File: config.mk
export PLATFORM = sky130hd
export DESIGN_NAME = control_unit
export DESIGN_NICKNAME = d
export VERILOG_FILES = /design/src/rtl/control_pkg.sv /design/src/rtl/opcode_decoder.sv /design/src/rtl/control_unit.sv
export SDC_FILE = /design/constraint.sdc
export NUM_CORES = 1
export LEC_CHECK = 0
export ABC_AREA = 1
export ABC_CLOCK_PERIOD_IN_PS = 3100
export BUFFER_PORTS_ARGS = -buffer_cell sky130_fd_sc_hd__clkbuf_2
export CAP_MARGIN = 20
export CORE_MARGIN = 2
export CORE_UTILIZATION = 55
export CTS_CLUSTER_SIZE = 16
export DETAILED_ROUTE_END_ITERATION = 16
export PLACE_DENSITY = 0.82
export SYNTH_ARGS = -nofsm -noshare
export SYNTH_HDL_FRONTEND = slang
export SYNTH_SLANG_ARGS = --single-unit
export TNS_END_PERCENT = 10
File: constraint.sdc
create_clock -name CLK -period 3.1 [get_ports CLK]
set_clock_uncertainty 0.1 [all_clocks]
set_input_delay 0.93 -clock CLK [delete_from_list [all_inputs] [get_ports CLK]]
set_output_delay 0.93 -clock CLK [all_outputs]
set_load 0.01 [all_outputs]
File: src/rtl/control_pkg.sv
// Shared definitions for the multi-cycle control unit.
//   state_t    : FSM state encoding
//   OPC_*      : 7-bit major opcodes accepted by the unit
//   op_class_t : one-hot opcode classification from opcode_decoder
//   ctrl_t     : bundle of all datapath strobes driven by control_unit
package control_pkg;

  typedef enum logic [2:0] {
    FETCH   = 3'd0,
    DECODE  = 3'd1,
    EXECUTE = 3'd2,
    MEM_RD  = 3'd3,
    MEM_WR  = 3'd4,
    TRAP    = 3'd5
  } state_t;

  localparam logic [6:0] OPC_LOAD       = 7'b0000011;
  localparam logic [6:0] OPC_STORE      = 7'b0100011;
  localparam logic [6:0] OPC_OP_IMM     = 7'b0010011;
  localparam logic [6:0] OPC_OP_IMM_32  = 7'b0011011;
  localparam logic [6:0] OPC_OP         = 7'b0110011;
  localparam logic [6:0] OPC_OP_32      = 7'b0111011;
  localparam logic [6:0] OPC_LUI        = 7'b0110111;
  localparam logic [6:0] OPC_AUIPC      = 7'b0010111;
  localparam logic [6:0] OPC_JAL        = 7'b1101111;
  localparam logic [6:0] OPC_JALR       = 7'b1100111;
  localparam logic [6:0] OPC_BRANCH     = 7'b1100011;

  // Regfile write-data source
  localparam logic [1:0] RF_DATA_IN = 2'b00;
  localparam logic [1:0] RF_ULA     = 2'b01;
  localparam logic [1:0] RF_PC4     = 2'b10;
  localparam logic [1:0] RF_SEC     = 2'b11;

  typedef struct packed {
    logic rtype;
    logic itype;
    logic load;
    logic store;
    logic lui;
    logic auipc;
    logic jal;
    logic jalr;
    logic branch;
    logic illegal;
  } op_class_t;

  typedef struct packed {
    logic       we_rf;
    logic       ula_din2_sel;
    logic       addr_sel;
    logic       load_pc;
    logic       load_ir;
    logic       pc_next_sel;
    logic       pc_adder_sel;
    logic       branch;
    logic [1:0] rf_din_sel;
    logic       mem_rd;
    logic       mem_wr;
  } ctrl_t;

endpackage

File: src/rtl/opcode_decoder.sv
// Combinational opcode classifier.
//   opcode : instruction[6:0]
//   cls    : one-hot class; illegal set for any unsupported opcode
module opcode_decoder
  import control_pkg::*;
(
  input  logic [6:0] opcode,
  output op_class_t  cls
);

  always_comb begin
    cls = '0;
    case (opcode)
      OPC_OP, OPC_OP_32:         cls.rtype   = 1'b1;
      OPC_OP_IMM, OPC_OP_IMM_32: cls.itype   = 1'b1;
      OPC_LOAD:                  cls.load    = 1'b1;
      OPC_STORE:                 cls.store   = 1'b1;
      OPC_LUI:                   cls.lui     = 1'b1;
      OPC_AUIPC:                 cls.auipc   = 1'b1;
      OPC_JAL:                   cls.jal     = 1'b1;
      OPC_JALR:                  cls.jalr    = 1'b1;
      OPC_BRANCH:                cls.branch  = 1'b1;
      default:                   cls.illegal = 1'b1;
    endcase
  end

endmodule

File: src/rtl/control_unit.sv
// Multi-cycle Moore control unit: FETCH -> DECODE -> EXECUTE [-> MEM_RD/MEM_WR].
// Strobes decode from the state and the opcode class latched in DECODE; the
// only input qualifying them is mem_ready inside the three memory-wait states.
//
// Ports
//   CLK, RST_n            : clock, async active-low reset
//   opcode[6:0]           : IR opcode field (valid from DECODE onward)
//   mem_ready             : memory completes the pending access this cycle
//   WE_RF .. branch       : datapath control strobes
//   RF_din_sel[1:0]       : regfile write source (00 mem, 01 ULA, 10 PC+4, 11 sec adder)
//   mem_rd, mem_wr        : memory request, held until mem_ready
//   illegal, bus_err      : sticky error flags, cleared by reset only
//
// Build option: define CONTROL_UNIT_TIMEOUT_EN to add a wait counter that
// traps after TIMEOUT_CYCLES cycles without mem_ready and raises bus_err.
module control_unit
  import control_pkg::*;
#(
  parameter int TIMEOUT_CYCLES = 16
) (
  input  logic       CLK,
  input  logic       RST_n,
  input  logic [6:0] opcode,
  input  logic       mem_ready,
  output logic       WE_RF,
  output logic       ULA_din2_sel,
  output logic       addr_sel,
  output logic       load_pc,
  output logic       load_ir,
  output logic       pc_next_sel,
  output logic       pc_adder_sel,
  output logic       branch,
  output logic [1:0] RF_din_sel,
  output logic       mem_rd,
  output logic       mem_wr,
  output logic       illegal,
  output logic       bus_err
);

  state_t    state_q, state_d;
  op_class_t cls_in, cls_q;
  ctrl_t     ctrl, ctrl_out;
  logic      run_q;
  logic      illegal_q;
  logic      timeout;

  opcode_decoder u_dec (
    .opcode (opcode),
    .cls    (cls_in)
  );

  // run_q holds the outputs quiet from reset release until the first edge,
  // so FETCH visibly begins on that edge rather than during reset release.
  always_ff @(posedge CLK or negedge RST_n) begin
    if (!RST_n) begin
      state_q   <= FETCH;
      cls_q     <= '0;
      run_q     <= 1'b0;
      illegal_q <= 1'b0;
    end else begin
      run_q   <= 1'b1;
      state_q <= state_d;
      if (state_q == DECODE) begin
        cls_q <= cls_in;
        if (cls_in.illegal) illegal_q <= 1'b1;
      end
    end
  end

`ifdef CONTROL_UNIT_TIMEOUT_EN
  localparam int CW = $clog2(TIMEOUT_CYCLES + 1);

  logic          waiting;
  logic [CW-1:0] wait_cnt;
  logic          bus_err_q;

  assign waiting = run_q && (state_q inside {FETCH, MEM_RD, MEM_WR});
  // Fires on the last permitted idle cycle so the wait lasts exactly
  // TIMEOUT_CYCLES cycles before TRAP.
  assign timeout = waiting && !mem_ready && (wait_cnt == CW'(TIMEOUT_CYCLES - 1));

  always_ff @(posedge CLK or negedge RST_n) begin
    if (!RST_n) begin
      wait_cnt  <= '0;
      bus_err_q <= 1'b0;
    end else begin
      if (state_q != state_d)       wait_cnt <= '0;
      else if (waiting && !mem_ready) wait_cnt <= wait_cnt + 1'b1;
      if (timeout) bus_err_q <= 1'b1;
    end
  end

  assign bus_err = bus_err_q;
`else
  assign timeout = 1'b0;
  assign bus_err = 1'b0;
`endif

  // Next state
  always_comb begin
    state_d = state_q;
    if (run_q) begin
      case (state_q)
        FETCH: begin
          if (mem_ready)    state_d = DECODE;
          else if (timeout) state_d = TRAP;
        end
        DECODE:  state_d = cls_in.illegal ? TRAP : EXECUTE;
        EXECUTE: begin
          if (cls_q.load)         state_d = MEM_RD;
          else if (cls_q.store)   state_d = MEM_WR;
          else if (cls_q.illegal) state_d = TRAP;
          else                    state_d = FETCH;
        end
        MEM_RD, MEM_WR: begin
          if (mem_ready)    state_d = FETCH;
          else if (timeout) state_d = TRAP;
        end
        TRAP:    state_d = TRAP;
        default: state_d = FETCH;
      endcase
    end
  end

  // Strobes
  always_comb begin
    ctrl = '0;
    case (state_q)
      FETCH: begin
        ctrl.addr_sel = 1'b1;
        ctrl.mem_rd   = 1'b1;
        ctrl.load_ir  = mem_ready;
      end
      EXECUTE: begin
        if (cls_q.rtype) begin
          ctrl.we_rf      = 1'b1;
          ctrl.rf_din_sel = RF_ULA;
          ctrl.load_pc    = 1'b1;
        end
        if (cls_q.itype || cls_q.lui) begin
          ctrl.we_rf        = 1'b1;
          ctrl.rf_din_sel   = RF_ULA;
          ctrl.ula_din2_sel = 1'b1;
          ctrl.load_pc      = 1'b1;
        end
        if (cls_q.auipc) begin
          ctrl.we_rf      = 1'b1;
          ctrl.rf_din_sel = RF_SEC;
          ctrl.load_pc    = 1'b1;
        end
        if (cls_q.jal || cls_q.jalr) begin
          ctrl.we_rf        = 1'b1;
          ctrl.rf_din_sel   = RF_PC4;
          ctrl.load_pc      = 1'b1;
          ctrl.pc_next_sel  = 1'b1;
          ctrl.pc_adder_sel = cls_q.jalr;
        end
        if (cls_q.branch) begin
          ctrl.load_pc     = 1'b1;
          ctrl.branch      = 1'b1;
          ctrl.pc_next_sel = 1'b1;
        end
        // Address is computed here and held through the memory state.
        if (cls_q.load || cls_q.store) ctrl.ula_din2_sel = 1'b1;
      end
      MEM_RD: begin
        ctrl.mem_rd = 1'b1;
        if (mem_ready) begin
          ctrl.we_rf      = 1'b1;
          ctrl.rf_din_sel = RF_DATA_IN;
          ctrl.load_pc    = 1'b1;
        end
      end
      MEM_WR: begin
        ctrl.mem_wr = 1'b1;
        if (mem_ready) ctrl.load_pc = 1'b1;
      end
      default: ctrl = '0;
    endcase
  end

  assign ctrl_out = run_q ? ctrl : '0;

  assign WE_RF        = ctrl_out.we_rf;
  assign ULA_din2_sel = ctrl_out.ula_din2_sel;
  assign addr_sel     = ctrl_out.addr_sel;
  assign load_pc      = ctrl_out.load_pc;
  assign load_ir      = ctrl_out.load_ir;
  assign pc_next_sel  = ctrl_out.pc_next_sel;
  assign pc_adder_sel = ctrl_out.pc_adder_sel;
  assign branch       = ctrl_out.branch;
  assign RF_din_sel   = ctrl_out.rf_din_sel;
  assign mem_rd       = ctrl_out.mem_rd;
  assign mem_wr       = ctrl_out.mem_wr;
  assign illegal      = illegal_q;

endmodule

# Word-level counts from Yosys, hierarchy flattened
# Index checks and enable logic that the tools add are counted.
[totals]
reg_bits = 15
output_inout_bits = 14
wordCells = 87
[classes]
eq_ne = 18
n_mux = 44
bitwise_logic = 1
reduce_logical = 11
[op_table]
columns = ["op", "count"]
rows = [
  ["equality test 7 x 6 -> 1 bit, second input constant", 4],
  ["two-way mux 1 bit", 27],
  ["equality test 7 x 5 -> 1 bit, second input constant", 3],
  ["equality test 7 bit, second input constant", 3],
  ["two-way mux 3 bit", 7],
  ["one-hot mux 3 bit (5 select lines)", 1],
  ["two-way mux 12 bit", 1],
  ["two-way mux 2 bit", 6],
  ["OR reduction 11 bit", 1],
  ["OR reduction 2 bit", 4],
  ["equality test 7 x 2 -> 1 bit, second input constant", 1],
  ["equality test 3 x 2 -> 1 bit, second input constant", 2],
  ["equality test 3 bit, second input constant", 2],
  ["one-hot mux 1 bit (2 select lines)", 2],
  ["equality test 3 x 1 -> 1 bit, second input constant", 1],
  ["zero test 3 bit", 1],
  ["logical OR 1 bit", 3],
  ["AND reduction 3 bit", 1],
  ["!= test 2 x 1 -> 1 bit, second input constant", 1],
  ["!= test 2 bit, second input constant", 1],
  ["AND reduction 2 bit", 1],
  ["NOT 1 bit", 1],
]

# Longest topological paths before layout
# Gate-level depths: netlist of the first run.
[logic_depth]
depth_word = 7
ltp_mapped = 11
depth_no_buf = 11

# Hierarchy
# From an unflattened synthesis of the first run, not the netlist that was laid out.
[hier_totals]
hier_cells = 156
hier_area_um2 = 999.7
[by_module_without_submodules]
columns = ["module", "n_inst", "cells_per_inst", "area_per_inst_um2", "seq_area_each_um2"]
rows = [
  ["control_unit", 1, 117, 827.0, 375.4],
  ["opcode_decoder", 1, 39, 172.7, 0.0],
]

# Worst setup path after synthesis of the first run
# No wires, ideal clock.
[synth_path]
path_type = "input to output"
startpoint = "input port mem_ready"
endpoint = "output port load_pc"
t_arrival_ns = 1.367
setup_slack_ns = 0.703
path_stages = 4
n_path_buf = 0
path_cell_list = "inv_1 a21oi_1 a21oi_1 a21oi_1"
[synth_between]
elab_chain_len = 3
[synth_lines]
columns = ["item", "line_no", "text"]
rows = [
  ["start, declared", "control_unit.sv:24", "input logic mem_ready,"],
  ["two-way mux 1 bit", "control_unit.sv:168, control_unit.sv:176", ""],
  ["one-hot mux 1 bit (2 select lines)", "control_unit.sv:128", "case (state_q)"],
  ["two-way mux 12 bit", "control_unit.sv:182", "assign ctrl_out = run_q ? ctrl : '0;"],
  ["end, declared", "control_unit.sv:28", "output logic load_pc,"],
]
# Every way passes these cells.

# Final worst setup path of the first run
[layout_path]
startpoint = "register state_q[2]"
endpoint = "output port RF_din_sel[0]"
[layout_between]
elab_chain_len = 3
[layout_lines]
columns = ["item", "line_no", "text"]
rows = [
  ["start, declared", "control_unit.sv:40", "state_t state_q, state_d;"],
  ["start signal, assigned", "control_unit.sv:62", "state_q <= state_d;"],
  ["equality test 3 x 2 -> 1 bit", "control_unit.sv:128", ""],
  ["two-way mux 2 bit", "n/a", ""],
  ["two-way mux 12 bit", "control_unit.sv:182", ""],
  ["end, declared", "control_unit.sv:33", "output logic [1:0] RF_din_sel,"],
]
# Every way passes these cells.

==> results of run 1 <==
[worst min-delay path: cells and delay by family, from the launching register on]
kind	cells	cell delay, ps
DFF	1	350
and+or+nand+nor	1	50
buffers and inverters	1	40
[registers in the layout, summed over array words and instances (netlist names)]
signal,flops
illegal,1
state_q,3
cls_q,10
run_q,1
[Yosys cell counts]
master | count | area [sq um]
o2bb2ai_1 | 1 | 8.76
o31ai_1 | 4 | 30.0
nand2_2 | 3 | 18.8
nand2_1 | 38 | 143
buf_4 | 1 | 7.51
nand4_1 | 1 | 6.26
dfrtp_1 | 15 | 375
o21ai_1 | 3 | 15.0
a21oi_1 | 7 | 35.0
nand3_2 | 1 | 10.0
o21ai_0 | 3 | 15.0
a21oi_4 | 1 | 16.3
buf_6 | 1 | 11.3
inv_1 | 14 | 52.6
conb_1 | 2 | 7.51
nor3_4 | 1 | 16.3
nand3_1 | 6 | 30.0
nor2_4 | 1 | 11.3
inv_2 | 6 | 22.5
clkinv_1 | 1 | 3.75
nor4_2 | 1 | 12.5
nor3_1 | 4 | 20.0
nor2_1 | 22 | 82.6
o21bai_1 | 1 | 7.51
a211oi_1 | 1 | 7.51
[worst max-delay path by stage]
stage / from / end / slack (ps) / cells past startpoint
floorplan: mem_ready / load_pc / 700 / 4
finish: state_q[2] / RF_din_sel[0] / 450 / 4
global route: state_q[2] / RF_din_sel[0] / 320 / 4
CTS: state_q[2] / RF_din_sel[0] / 430 / 4
detailed placement: mem_ready / load_pc / 520 / 6
global placement: mem_ready / load_pc / 540 / 6
[metal layers]
| layer | global-route usage | part of all wire | vias up |
|---|---|---|---|
| li1 | - | - | 487 |
| met1 | 0.232 | 0.43 | 432 |
| met5 | 0 | 0 | - |
| met3 | 0.0357 | 0.033 | 2 |
| met2 | 0.372 | 0.53 | 19 |
| met4 | 0.0743 | 0.0086 | 0 |
[area by class of cell]
type | instances | area (sq um) | share of cell area
clock inverters | 1 | 5.00 | 0.00452
flip-flops and latches | 15 | 375 | 0.339
repair buffers | 22 | 110 | 0.0995
clock buffers | 3 | 22.5 | 0.0204
well taps | 17 | 21.3 | 0.0192
inverters | 21 | 78.8 | 0.0713
multi-input cells | 101 | 493 | 0.446
[metrics by stage]
step	power, uW	area (sq um)	std cells	hold slack [ps]
after floorplan	471	966	139	352
after global placement	515	1080	176	347
after detailed placement	523	1080	176	369
after CTS	636	1110	180	392
final	631	1110	180	377
after global routing	684	1110	180	418
[power by group through the flow]
| stage | clock network [uW] | logic, uW | registers, uW |
|---|---|---|---|
| after CTS | 115 | 258 | 263 |
| final | 111 | 257 | 262 |
| after global placement | 0 | 250 | 265 |
| after global routing | 123 | 294 | 267 |
| after floorplan | 0 | 213 | 258 |
| after detailed placement | 0 | 256 | 267 |
[cell families after synthesis]
logic type	Yosys count	share of synthesized area
other	2	0.00777
AOI/OAI and AO/OA	21	0.140
and+or+nand+nor	78	0.363
buffers and inverters	23	0.101
DFF	15	0.389
==> run_results.csv, run 1 <==
group,metric,value,unit
synth,yosysSeqAreaShare,0.389,
synth,synth-seq-cells,15,
sta,max_freq,377,MHz
placement,dp_slack,518,ps
min_path,min_from,"illegal",
worst_setup_path,crit_path_end_kind,"output pin",
final_layout,final_cell_mix,"nand2_1 (38), nor2_1 (22), clkbuf_2 (22)",
final_layout,diodes,0,
synth,synth_fp_nets,149,
worst_setup_path,r2r_start,"state_q[0]",
sta,finalHoldViolCount,0,
sta,rsz0062_at_grt,"false",
cts,cts_buffer_depth,2,
pwr,worst_ir_drop_vdd,0.253,mV
drt,drtAntennaViolNets,0,
worst_setup_path,worstPathMaxFanout,6,
synth,syn_inst,139,
global_route,grt_pass1_vias,798,
worst_setup_path,r2r_end,"cls_q[4]",
global_route,grt_overflow,0,
min_path,hp-class,"reg2reg",
drt,wire_per_inst,11.0,um
floorplanning,row_count,15,
sta,slew_viol_final,0,
worst_setup_path,cp-start-kind,"flip-flop",
worst_setup_path,cp_cell_sequence,"nor3_4 -> nand2_2 -> nor4_2 -> clkbuf_2",
drt,drc_errors,0,
pwr,p_sw,278,uW
placement,dp_hpwl,1610,um
global_route,grt_usage,0.204,
cts,clkLatencyLatePin,280,ps
floorplanning,die_h,45.9,um
floorplanning,die_area,2110,sq um
final_layout,fin_util,0.655,
synth,ys_warn_count,0,
worst_setup_path,crit_arrival,1620,ps
worst_setup_path,cpPeakStageDelay,500,ps
cts,htree_levels,1,
worst_setup_path,cpLargestDelayFamily,"simple AND/OR/NAND/NOR gates",
drt,firstDrtPassIters,6,
placement,io_buffer_count,22,
cts,cts_tree,"built",
pwr,p_int,353,uW
sta,fin_ws,449,ps
pwr,power_density,571,nW/um^2
cts,cts_setup_buffers,0,
drt,dr_total_vias,940,
floorplanning,core-area,1690,sq um
final_layout,layout_commonest_cell,"nand2_1",
cts,hold_buffers,0,
placement,place_congestion,0.806,
floorplanning,ios,24,
drt,routed_wl,1990,um
cts,clock-sinks,15,
worst_setup_path,cp.required,2070,ps
sta,setup_violations,0,
min_path,holdPathStages,2,
final_layout,finalNetCount,174,
global_route,grt_pass1_wl,3080,um
cts,numCtsBuffers,3,
pwr,combPwrFrac,0.408,
synth,avgSynthCellArea,6.95,sq um
final_layout,drive_gt1_frac,0.245,
worst_setup_path,ff2ff_path_depth,4,
sta,period_share,0.855,
pwr,p_leak,0.000579,uW
final_layout,syn2layout_area_growth,14.5,%
synth,syn_area,966,sq um
global_route,grt_max_degree,16,
pwr,p_seq_frac,0.416,
cts,cts_root_buf,"clkbuf_4",
sta,setup_tns,0,ps
final_layout,fillCellCount,160,
floorplanning,die_x,45.9,um
cts,ctsResizeCount,0,
worst_setup_path,cp_num_buf_inv,1,
worst_setup_path,crit_slowest_cell,"dfrtp_1",
job,maxCapViolCount,0,
cts,clkTransAtPathRegs,90,ps
worst_setup_path,path_class,"reg2out",
pwr,clkPwrFrac,0.177,
synth,ys_types,25,
min_path,hold_end,"illegal",
global_route,antenna_found_initial,0,
drt,drtIter0Drc,34,
sta,min_period,2650,ps
status,status,"complete, no violations",
floorplanning,start_util,0.572,
worst_setup_path,r2r_setup_slack,1710,ps
pwr,switching_share,0.441,
drt,via_per_inst,5.22,
Note: power is estimated with default switching activity, not from simulation.
==> inputs of run 2 (changes only) <==
Settings changed: CORE_UTILIZATION 55 to 50, PLACE_DENSITY 0.82 to 0.76, SETUP_SLACK_MARGIN from default to 0.4.
==> run 2 against run 1 <==
Sequential share of layout area fell by 0.79 points. Count of clock-buffer cells in the layout is 1 higher. Global-route usage shrank 0.65 points. Cell area rose by 3.1%. Routed wire length decreased by 1.2%. Total power grew 0.21%. Critical path depth grew 2. Fmax grew 2.8%. Critical endpoint is now load_ir.
==> run_results.csv, run 2 (synthesized netlist as in run 1, its figures left out) <==
group,metric,value,unit
floorplanning,die_x,48.0,um
worst_setup_path,worstPathMaxFanout,6,
worst_setup_path,path_common_cell,"nor2_1",
worst_setup_path,path_class,"reg2out",
cts,clock-sinks,15,
drt,drtIter0Drc,19,
pwr,worst_ir_drop_vdd,0.492,mV
placement,place_congestion,0.773,
floorplanning,die_h,48.0,um
worst_setup_path,cpPeakStageDelay,470,ps
worst_setup_path,cp_cell_sequence,"nor2_1 -> clkinv_1 -> nor2_1 -> inv_1 -> nor3_1 -> clkbuf_2",
floorplanning,die_area,2300,sq um
final_layout,finalNetCount,177,
worst_setup_path,crit_slowest_cell,"dfrtp_2",
cts,clkLatencyLatePin,280,ps
placement,post_dp_cell_area,1090,sq um
drt,drc_errors,0,
global_route,grt_max_degree,16,
cts,cts_tree,"built",
global_route,grt_pass1_vias,718,
drt,wire_per_inst,10.3,um
final_layout,syn2layout_area_growth,18.0,%
sta,setup_violations,0,
final_layout,multiInputGateArea,493,sq um
worst_setup_path,cp-start-kind,"flip-flop",
final_layout,largest_register,"cls_q",
sta,slew_viol_final,0,
drt,via_per_inst,4.83,
final_layout,largestRegisters,"cls_q: 10 flops, state_q: 3 flops",
floorplanning,core-area,1760,sq um
final_layout,diodes,0,
drt,dr_total_vias,923,
drt,drtAntennaViolNets,0,
cts,numCtsBuffers,3,
status,status,"complete, no violations",
sta,min_period,2580,ps
pwr,p_leak,0.000591,uW
sta,holdWs,384,ps
cts,htree_levels,1,
final_layout,fillCellCount,185,
worst_setup_path,crit_arrival,1550,ps
final_layout,design_area,1140,sq um
worst_setup_path,r2r_setup_slack,1640,ps
sta,finalHoldViolCount,0,
floorplanning,row_count,15,
final_layout,drive_gt1_frac,0.265,
pwr,power_density,555,nW/um^2
worst_setup_path,cpLargestDelayFamily,"flip-flops",
global_route,grt_pass1_wl,2990,um
final_layout,regArea,378,sq um
worst_setup_path,crit_path_end_kind,"output pin",
floorplanning,start_util,0.548,
cts,cts_root_buf,"clkbuf_4",
worst_setup_path,cp.required,2070,ps
sta,period_share,0.832,
final_layout,layout_commonest_cell,"nand2_1",
global_route,antenna_found_initial,0,
floorplanning,ios,24,
final_layout,final_cell_mix,"nand2_1 (38), nor2_1 (22), clkbuf_2 (22)",
placement,io_buffer_count,22,
worst_setup_path,cp_num_buf_inv,3,
sta,max_freq,388,MHz
sta,rsz0062_at_grt,"true",
drt,firstDrtPassIters,4,
pwr,p_total,633,uW
placement,dp_hpwl,1590,um
job,maxCapViolCount,0,
global_route,grt_usage,0.197,
final_layout,largest_register_ffs,10,
global_route,grt_overflow,0,
sta,setup_tns,0,ps
drt,routed_wl,1960,um
cts,clkTransAtPathRegs,90,ps
cts,cts_buffer_depth,2,
min_path,hp-class,"reg2reg",
==> run 2: cell type report <==
type                    count  share of cell area
flip-flops and latches     15               0.332
inverters                  21              0.0692
clock buffers               4              0.0231
well taps                  25              0.0274
multi-input cells         101               0.432
repair buffers             25               0.116
==> run 2: final timing paths <==
| check | start | end | depth (start not counted) |
|---|---|---|---|
| min reg2reg | illegal | illegal | 2 |
| min | illegal | illegal | 2 |
| max | state_q[0] | load_ir | 6 |
| max reg2reg | state_q[2] | state_q[0] | 7 |
| max in group asynchronous | RST_n | state_q[0] | 1 |
| min in group asynchronous | RST_n | illegal | 1 |
==> run 2: metrics by stage <==
| stage | std cells | utilization | worst slack, ps |
|---|---|---|---|
| after floorplan | 139 | - | 703 |
| after global placement | 184 | 0.617 | 543 |
| after detailed placement | 184 | 0.617 | 523 |
| after CTS | 190 | 0.640 | 466 |
| after global routing | 191 | 0.646 | 391 |
| final | 191 | 0.646 | 522 |
==> run 2: repair_timing <==
action,4_1_cts,5_1_grt
setup endpoints to repair,1,5
pin swaps,1,1
resized for setup,0,2
hold buffers,0,0
buffers inserted,2,1
==> run 2: metal layers <==
layer	global-route usage	wire, um
met3	0.0453	97
met1	0.277	1000
met5	0	0
met2	0.285	821
met4	0.0973	41
==> run 2: power breakdown <==
group / internal, uW / leakage, uW / switching [uW]
Sequential: 223 / 0.000193 / 41.0
Combinational: 86.6 / 0.000383 / 172
Clock: 50.0 / 0.0000150 / 59.8
==> run 2: worst reg2reg max path: stages (launching register included) <==
cell,delay (ps)
dfrtp_1,530
nor3_4,80
buf_4,140
buf_4,130
a211oi_1,200
nand2_1,80
nand2_1,60
nand2_1,50
==> inputs of run 3 (changes only) <==
Settings changed: ABC_CLOCK_PERIOD_IN_PS 3100 to 2350, CORE_UTILIZATION 50 to 46, PLACE_DENSITY 0.76 to 0.73.
Clock period 3.1 ns to 2.35 ns, I/O delays scaled along.
==> run 3 against run 2 <==
Routed wire length grew 13%. First-iteration DRC count shrank 11%. Die area increased by 8.0%. Cell area up 7.5%. Non-clock buffer count rose by 5. Critical path type unchanged. Worst setup slack worse by 440 ps. Sequential cell count unchanged. Highest routed layer unchanged. Sequential share of layout area decreased by 2.2 points. Global-route usage decreased by 0.13 points. Count of clock-buffer cells in the layout unchanged.
==> run_results.csv, run 3 (synthesized netlist as in run 1, its figures left out) <==
group,metric,value,unit
sta,rsz0062_at_grt,"true",
drt,firstDrtPassIters,4,
sta,period_share,0.964,
global_route,met3_usage,0.0273,
worst_setup_path,cpLargestDelayFamily,"flip-flops",
cts,clock-sinks,15,
cts,clkLatencyLatePin,280,ps
global_route,grt_overflow,0,
drt,drc_errors,0,
cts,htree_levels,1,
floorplanning,ios,24,
final_layout,layoutNonFillerInstCount,198,
drt,dr_total_vias,975,
placement,place_inst,187,
pwr,worst_ir_drop_vdd,0.522,mV
status,status,"complete, no violations",
worst_setup_path,cpPeakStageDelay,430,ps
final_layout,largestRegisters,"cls_q: 10 flops, state_q: 3 flops",
floorplanning,row_count,16,
worst_setup_path,cp_num_buf_inv,3,
global_route,grt_pass1_vias,886,
cts,hold_buffers,0,
final_layout,drive_gt1_frac,0.345,
sta,setup_tns,0,ps
sta,finalHoldViolCount,0,
worst_setup_path,crit_path_end_kind,"output pin",
worst_setup_path,cp-start-kind,"flip-flop",
min_path,hp-class,"in2async",
placement,place_congestion,0.781,
worst_setup_path,crit_slowest_cell,"dfrtp_2",
floorplanning,core-area,1960,sq um
final_layout,layout_commonest_cell,"nand2_1",
global_route,antenna_found_initial,0,
worst_setup_path,crit_arrival,1460,ps
worst_setup_path,cp_cell_sequence,"inv_2 -> nor3_4 -> nand2_2 -> buf_6 -> nor2_2 -> buf_2",
final_layout,final_cell_mix,"nand2_1 (38), nor2_1 (17), inv_1 (13), clkbuf_2 (13), dfrtp_1 (12)",
sta,min_period,2270,ps
final_layout,largest_register_ffs,10,
drt,wire_per_inst,11.2,um
floorplanning,die_h,49.8,um
final_layout,finalNetCount,182,
drt,via_per_inst,4.92,
drt,routed_wl,2220,um
pwr,p_leak,0.000628,uW
cts,cts_root_buf,"clkbuf_4",
floorplanning,die_area,2480,sq um
pwr,power_density,745,nW/um^2
drt,drtAntennaViolNets,0,
worst_setup_path,cp.required,1540,ps
floorplanning,start_util,0.492,
worst_setup_path,path_class,"reg2out",
cts,numCtsBuffers,3,
sta,setup_violations,0,
global_route,grt_use_met2,0.344,
placement,dp_hpwl,1630,um
cts,cts_buffer_depth,2,
final_layout,largest_register,"cls_q",
sta,max_freq,441,MHz
global_route,use_met1,0.249,
cts,clkTransAtPathRegs,90,ps
cts,cts_tree,"built",
global_route,grt_pass1_wl,3800,um
global_route,grt_usage,0.196,
placement,io_buffer_count,22,
job,maxCapViolCount,0,
worst_setup_path,worstPathMaxFanout,4,
final_layout,syn2layout_area_growth,26.8,%
sta,slew_viol_final,0,
floorplanning,die_x,49.8,um
global_route,grt_max_degree,16,
drt,drtIter0Drc,17,
global_route,grt-busiest-layer,"met2",
final_layout,diodes,0,
[run 3: per-layer routing]
| metal | share of wire | vias to the layer above |
|---|---|---|
| met1 | 0.44 | 446 |
| met4 | 0.013 | 0 |
| met2 | 0.51 | 24 |
| met3 | 0.031 | 4 |
| li1 | - | 501 |
| met5 | 0 | - |
[run 3: path summary, 6_finish.rpt]
kind,from,endpoint,slack (ps),cells after the start
setup / recovery,state_q[1],RF_din_sel[1],80,6
hold / removal,RST_n,cls_q[7],230,1
setup reg to reg,state_q[1],cls_q[4],860,6
hold reg to reg,illegal,illegal,360,2
max in group asynchronous,RST_n,state_q[1],1630,1
min in group CLK,illegal,illegal,360,2
[run 3: final cells by class]
type	count	area [sq um]
fill	206	737
clock buffer	4	26.3
timing repair buffer	30	178
sequential	15	379
inverter	21	78.8
multi-input combinational	101	529
tap	27	33.8
[run 3: repair_timing]
action                     4_1_cts  5_1_grt
pin swaps                        3        4
buffers inserted                 6        1
hold endpoints to repair         0        0
setup endpoints to repair       12       12
resized for setup                6       18
[run 3: report_power, final]
part / switching [uW] / internal [uW]
Combinational: 265 / 153
Clock: 78.5 / 65.8
Sequential: 54.0 / 296
Total: 397 / 515
[run 3: per-stage QoR]
step / instance area [sq um] / total power, uW / hold WS [ps] / utilization / setup slack (ps)
after global routing: 1220 / 978 / 243 / 0.624 / -9.62
after floorplan: 975 / 623 / 309 / - / 403
after CTS: 1190 / 876 / 242 / 0.608 / 63.6
after global placement: 1110 / 693 / 347 / 0.564 / 230
final: 1220 / 913 / 225 / 0.624 / 84.6
after detailed placement: 1110 / 700 / 351 / 0.564 / 208
